--- src/rtl/register_file.sv ---
// Architectural register file with rename tags for an out-of-order core.
// Each entry holds a committed value and the RoB tag of its youngest in-flight producer.
module register_file #(
   parameter int                    REG_WIDTH    = 5,
   parameter int                    EX_REG_WIDTH = 6,
   parameter logic [EX_REG_WIDTH-1:0] NON_REG    = 6'b100000,
   parameter int                    RoB_WIDTH    = 8,
   parameter int                    EX_RoB_WIDTH = 9,
   parameter logic [EX_RoB_WIDTH-1:0] NON_DEP    = 9'b100000000
) (
   input  logic                    Sys_clk,
   input  logic                    Sys_rst,
   input  logic                    Sys_rdy,
   input  logic                    DPRF_en,
   input  logic [EX_REG_WIDTH-1:0] DPRF_rs1,
   input  logic [EX_REG_WIDTH-1:0] DPRF_rs2,
   input  logic [EX_REG_WIDTH-1:0] DPRF_rd,
   input  logic [RoB_WIDTH-1:0]    DPRF_RoB_index,
   output logic [31:0]             RFDP_Vj,
   output logic [31:0]             RFDP_Vk,
   output logic [EX_RoB_WIDTH-1:0] RFDP_Qj,
   output logic [EX_RoB_WIDTH-1:0] RFDP_Qk,
   input  logic                    RoBRF_en,
   input  logic [RoB_WIDTH-1:0]    RoBRF_RoB_index,
   input  logic [EX_REG_WIDTH-1:0] RoBRF_rd,
   input  logic [31:0]             RoBRF_value,
   input  logic                    RoBRF_flush
);

   localparam int NUM_REGS = 1 << REG_WIDTH;

   logic [31:0]             value_q [NUM_REGS];
   logic [EX_RoB_WIDTH-1:0] tag_q   [NUM_REGS];

   logic [EX_RoB_WIDTH-1:0] commit_tag;
   logic [EX_RoB_WIDTH-1:0] rename_tag;
   logic [REG_WIDTH-1:0]    commit_idx;
   logic [REG_WIDTH-1:0]    rename_idx;
   logic                    commit_wr;
   logic                    rename_wr;

   // x0 and the "no register" encodings are never written.
   function automatic logic rd_valid(input logic [EX_REG_WIDTH-1:0] rd);
      return (rd != NON_REG) && !rd[EX_REG_WIDTH-1] && (rd[REG_WIDTH-1:0] != '0);
   endfunction

   // Returns {V, Q}; a commit to the same register with a matching tag is forwarded.
   function automatic logic [32+EX_RoB_WIDTH-1:0] read_port(input logic [EX_REG_WIDTH-1:0] rs);
      logic [REG_WIDTH-1:0] idx;
      idx = rs[REG_WIDTH-1:0];
      if (!rd_valid(rs))
         return {32'd0, NON_DEP};
      else if (RoBRF_en && (RoBRF_rd == rs) && (tag_q[idx] == commit_tag))
         return {RoBRF_value, NON_DEP};
      else
         return {value_q[idx], tag_q[idx]};
   endfunction

   assign commit_tag = {1'b0, RoBRF_RoB_index};
   assign rename_tag = {1'b0, DPRF_RoB_index};
   assign commit_idx = RoBRF_rd[REG_WIDTH-1:0];
   assign rename_idx = DPRF_rd[REG_WIDTH-1:0];
   assign commit_wr  = RoBRF_en && rd_valid(RoBRF_rd);
   assign rename_wr  = DPRF_en && rd_valid(DPRF_rd);

   assign {RFDP_Vj, RFDP_Qj} = read_port(DPRF_rs1);
   assign {RFDP_Vk, RFDP_Qk} = read_port(DPRF_rs2);

   // Later assignments win: flush beats both tag updates, rename beats commit.
   always_ff @(posedge Sys_clk) begin
      if (Sys_rst) begin
         for (int i = 0; i < NUM_REGS; i++) begin
            value_q[i] <= '0;
            tag_q[i]   <= NON_DEP;
         end
      end else if (Sys_rdy) begin
         if (commit_wr) begin
            value_q[commit_idx] <= RoBRF_value;
            if (tag_q[commit_idx] == commit_tag)
               tag_q[commit_idx] <= NON_DEP;
         end
         if (RoBRF_flush) begin
            for (int i = 0; i < NUM_REGS; i++)
               tag_q[i] <= NON_DEP;
         end else if (rename_wr) begin
            tag_q[rename_idx] <= rename_tag;
         end
      end
   end

endmodule

--- config.mk ---
export PLATFORM = sky130hd
export DESIGN_NAME = register_file
export DESIGN_NICKNAME = d
export VERILOG_FILES = /design/src/rtl/register_file.sv
export SDC_FILE = /design/constraint.sdc
export NUM_CORES = 2
export LEC_CHECK = 0
export ABC_AREA = 1
export CAP_MARGIN = 30
export CORE_MARGIN = 5
export CORE_UTILIZATION = 30
export CTS_CLUSTER_SIZE = 28
export DETAILED_ROUTE_END_ITERATION = 8
export DONT_BUFFER_PORTS = 1
export GPL_ROUTABILITY_DRIVEN = 1
export PLACE_DENSITY = 0.45
export SETUP_SLACK_MARGIN = 0.15
export SKIP_CTS_REPAIR_TIMING = 1
export SLEW_MARGIN = 10
export SYNTH_ARGS = -nofsm -noshare
export SYNTH_HDL_FRONTEND = slang
export SYNTH_SLANG_ARGS = --single-unit
--- constraint.sdc ---
create_clock -name Sys_clk -period 4.6 [get_ports Sys_clk]
set_input_delay 1.38 -clock Sys_clk [delete_from_list [all_inputs] [get_ports Sys_clk]]
set_output_delay 1.38 -clock Sys_clk [all_outputs]
set_load 0.01 [all_outputs]
* After elaboration in Yosys (flattened, before gate mapping) *
Memory sizes are Yosys's and may differ from the RTL's.
Index checks and enable logic that the tools add are counted.

word-level totals
  logic and storage cells = 257
  bits in writable memories = 1312
  memories kept = 2
  input port bits = 78
  register bits after elaboration = 0
  output and inout bits = 82

operators by class
  reduce and logical (&&, ||, !) cells = 25
  eq/ne operators = 40
  bitwise logic cells = 125
  mux-type cells = 65

memories
  memory   depth  bits a word  read ports  clocked after memory_dff  wr ports  RTL line  text
  value_q  32     32           2           0                         32        32        logic [31:0] value_q [NUM_REGS];
  tag_q    32     9            3           0                         32        33        logic [EX_RoB_WIDTH-1:0] tag_q [NUM_REGS];

operator list
  kind                                      number
  9-bit 2-to-1 mux                          34
  41-bit 2-to-1 mux                         4
  5-bit == test (second input constant)     31
  1-bit bitwise AND                         62
  32-bit 2-to-1 mux                         1
  1-bit OR                                  32
  32-bit OR reduction                       1
  1-bit NOT                                 31
  9-bit by 8-bit == test with 1-bit output  3
  6-bit != test (second input constant)     4
  1-bit 2-to-1 mux                          23
  5-bit nonzero test                        4
  9-bit OR reduction                        2
  5-bit 2-to-1 mux                          3
  1-bit logical AND                         14
  6-bit == test                             2
  1-bit zero test                           4

* Depth between registers and ports, before layout *
  word-level depth = 41
  depth in mapped cells = 21
  gate-level depth less buffers = 19

* Worst setup path after synthesis *
OpenSTA, ideal clock, no wires.

  path type = input to output
  start = in DPRF_rs1[0]
  end = out RFDP_Vj[23]
  slack = 0.018 ns
  stages = 14
  data arrival time = 3.202 ns
  buffers on the path = 7
  cells stage by stage = buf_4 > buf_6 > buf_6 > buf_4 > buf_4 > buf_2 > buf_2 > o21ai_0 > a21oi_1 > o31ai_1 > o31ai_1 > nand2_1 > nand2_1 > nor2_1

between the ends
  cells in the longest elaborated chain, start to end = 5

RTL lines
  what                                                                           RTL line  text
  from (decl)                                                                    15        input logic [EX_REG_WIDTH-1:0] DPRF_rs1,
  memory 32 x 9 bit or 6-bit == test (tied branches)                             n/a
  9-bit by 8-bit == test with 1-bit output or 1-bit logical AND (tied branches)  53        else if (RoBRF_en && (RoBRF_rd == rs) && (tag_q[idx] == commit_tag))
  1-bit logical AND                                                              53
  41-bit 2-to-1 mux                                                              53
  41-bit 2-to-1 mux *                                                            51        if (!rd_valid(rs))
  to (decl)                                                                      19        output logic [31:0] RFDP_Vj,

Every way passes the cells marked *; elsewhere a longest branch is shown, timed or not.

* Final worst setup path *
  start = in DPRF_rs1[0]
  end = out RFDP_Vj[3]

Same word-level chain as after synthesis.

==> impl_metrics.ini <==
[status]
status = finished, violations left
violations = negative setup slack

[route]
vias = 76100
drt-met1-wl_um = 154000
drt-wirelength-per-cell_um = 29.4
routed-wl-met2_um = 170000
dr.pass1.iters = 6
viasPerCell = 5.80
ant_nets = 0
wl_met3_um = 41200
first_iter_violations = 11300
routed.top_layer = met5
wl_um = 385000
drc = 0

[placement]
portBuffers = 0
finalWeightedCongestion = 0.930
hpwlAfterDp_um = 214000
place_inst = 12700
placed_area_um2 = 82900
place_worst_setup_slack_ns = -2.62

[floorplanning]
die_h_um = 512
ios = 160
die_area_um2 = 263000
start_util_pct = 30.1
row_count = 184
core_um2 = 251000
die_w_um = 512

[clocking]
root_buffer = clkbuf_16
clkSinkCount = 1312
cts_buffer_depth = 3
clkTransAtPathRegs_ns = 0.06
cts_tree = done
clk_latency_ns = 0.86
cts_buffers = 160
htree_levels = 4

[sta]
setup_viol = 82
fmax_mhz = 175
fin_ws_ns = -1.11
relSlewSlack_pct = 25.6
fin_hold_ws_ns = 0.477
tightest_slew_ns = 1.12
rsz0062_at_grt = yes
hold_viol = 0
finalCritPeriodShare_pct = 124
finalCriticalPeriod_ns = 5.71
drv_slew = 0
finClkSkew_ns = 0.0821
setup_tns_ns = -76.96

[synth]
ys_seq_elements = 1312
ys_async_sr_fraction_pct = 0
synth_area_um2 = 75700
ys.flop_type = edfxtp_1
avgSynthCellArea_um2 = 7.86
synth_cell_types = 42
synth_edf_count = 1280
yosys_warnings = 0
ys_seq_area_share_pct = 51.6
synth_cells = 9635

[grt]
grt_pass1_vias = 70700
grt_first_pass_wirelength_um = 515000
antenna_found_initial = 9
grt_util_all_layers_pct = 26.6
overflow = 0
grt_max_degree = 881

[layout]
area_growth_pct = 20.7
fin_nets = 9719
fillCellCount = 25800
final_cells = 13100
drive_gt1_share_pct = 13.0
final_area_um2 = 91400

[power]
ir_worst_vdd_v = 0.000308
cellPowerDensity_nw_per_um2 = 352
p_leak_nw = 36.1

[setup_path]
endpoint_kind = output port
reg2reg_slack_ns = 1.43
cp.required_ns = 3.22
path_class = in -> out
crit_fanout = 199
worst_ep_arrival_time_ns = 4.33
start_kind = primary input

[worst_hold_path]
worstHoldPathType = reg -> reg

[flow_run]
cap_violations = 0
[cell usage after synthesis, types with 2 or more instances]
cell	count	area, µm²
a31oi_1	35	219
o21ai_1	40	200
nor2_4	6	67.6
buf_6	22	248
o21ai_0	568	2840
a21oi_1	1261	6310
a22oi_1	17	128
inv_2	6	22.5
a221oi_1	31	272
o211ai_1	86	646
a32oi_1	40	350
nor3_1	10	50.1
inv_1	428	1610
dfxtp_1	32	641
clkinv_1	6	22.5
o22ai_1	5	31.3
clkbuf_1	522	1960
buf_2	239	1200
nand2_1	2396	8990
nand3_4	2	35.0
nand4_1	48	300
nor4_1	2	12.5
and2_1	12	75.1
o31ai_1	66	495
nor2_1	1463	5490
buf_4	18	135
nand3_1	914	4570
nor2_2	4	25.0
buf_1	64	240
edfxtp_1	1280	38400
[cell type report]
cell class | instances | area [µm²] | share of cell area (%)
timing repair buffer | 669 | 7990 | 8.74
clock buffer | 207 | 4200 | 4.60
timing repair inverter | 2 | 22.5 | 0.0246
clock inverter | 82 | 1010 | 1.11
inverter | 441 | 1770 | 1.93
tap | 3348 | 4190 | 4.58
antenna | 3 | 7.51 | 0.00821
sequential | 1312 | 39100 | 42.8
multi-input combinational | 7055 | 33100 | 36.2
[where the power goes]
| part | total [W] | internal [W] | switching (W) |
|---|---|---|---|
| logic | 0.00511 | 0.00166 | 0.00346 |
| registers | 0.0141 | 0.0138 | 0.000363 |
| clock network | 0.0129 | 0.00725 | 0.00568 |
| total | 0.0322 | 0.0227 | 0.00950 |
[worst paths after layout]
path / depth (start not counted) / from / endpoint
worst max-delay path: 20 / DPRF_rs1[0] / RFDP_Vj[3]
worst max register to register: 17 / tag_q[27][7]$_SDFFCE_PN0P_ / tag_q[21][3]$_SDFFCE_PN0P_
worst min register to register: 2 / tag_q[0][8]$_SDFFE_PP0P_ / tag_q[0][8]$_SDFFE_PP0P_
worst min-delay path: 2 / tag_q[0][8]$_SDFFE_PP0P_ / tag_q[0][8]$_SDFFE_PP0P_
[routing by layer]
metal,vias up,GRT usage (%)
li1,32700,-
met1,37300,35.6
met2,5167,41.4
met3,960,5.15
met4,9,12.9
met5,-,0
[cell families after synthesis]
kind of cell,Yosys count,share of synthesized area (%)
AND/OR/NAND/NOR,4860,25.9
other,1,0.00495
buffers and inverters,1307,7.20
flip-flops,1312,51.6
AO/OA/AOI/OAI,2154,15.2
XOR/XNOR,1,0.0116
[state kept, by name, summed over array words and instances, names as in the netlist]
| name | cells |
|---|---|
| value_q | 1024 |
| tag_q | 288 |
[critical path: stages]
cell,delay [ns]
buf_16,0.33
inv_8,0.12
buf_4,0.15
nand2_1,0.05
nand3_1,0.07
nand3_1,0.11
nand3_2,0.11
nand3_2,0.15
buf_4,0.18
nand2_1,0.05
nand2_1,0.04
nand2_1,0.06
nand2_2,0.09
nor2_4,0.22
nand3_4,0.12
buf_12,0.18
buf_6,0.13
and2_4,0.13
nor2_4,0.23
buf_6,0.16
[cell usage in the layout (no fill, tap or decap), types with 21 or more instances in the layout]
master     count
o21ai_1       49
a32oi_1       40
a21oi_1     1241
nor2_4        63
o21ai_0      558
o31ai_1       39
o211ai_1      86
inv_1        402
nand3_1      849
a221oi_1      29
nand3_2       57
edfxtp_1    1280
dfxtp_1       32
nand2_2       91
clkbuf_1      46
nand4_1       48
nand2_4       42
clkbuf_16    204
clkinv_2      22
nor2_1      1389
conb_1        40
buf_4        435
nand2_1     2263
a31oi_1       35
buf_16        22
buf_6         30
inv_2         22
nor2_2        21
clkinv_1      35
buf_12       127
o31ai_2       22
[stage by stage]
step | total power (W) | utilization, %
finish | 0.0322 | 36.4
global route | 0.0331 | 36.4
CTS | 0.0316 | 35.1
detailed placement | 0.0188 | 33.0
global placement | 0.0187 | 33.0
floorplan | 0.0169 | -
No activity file was read; power rests on OpenSTA's default activity.
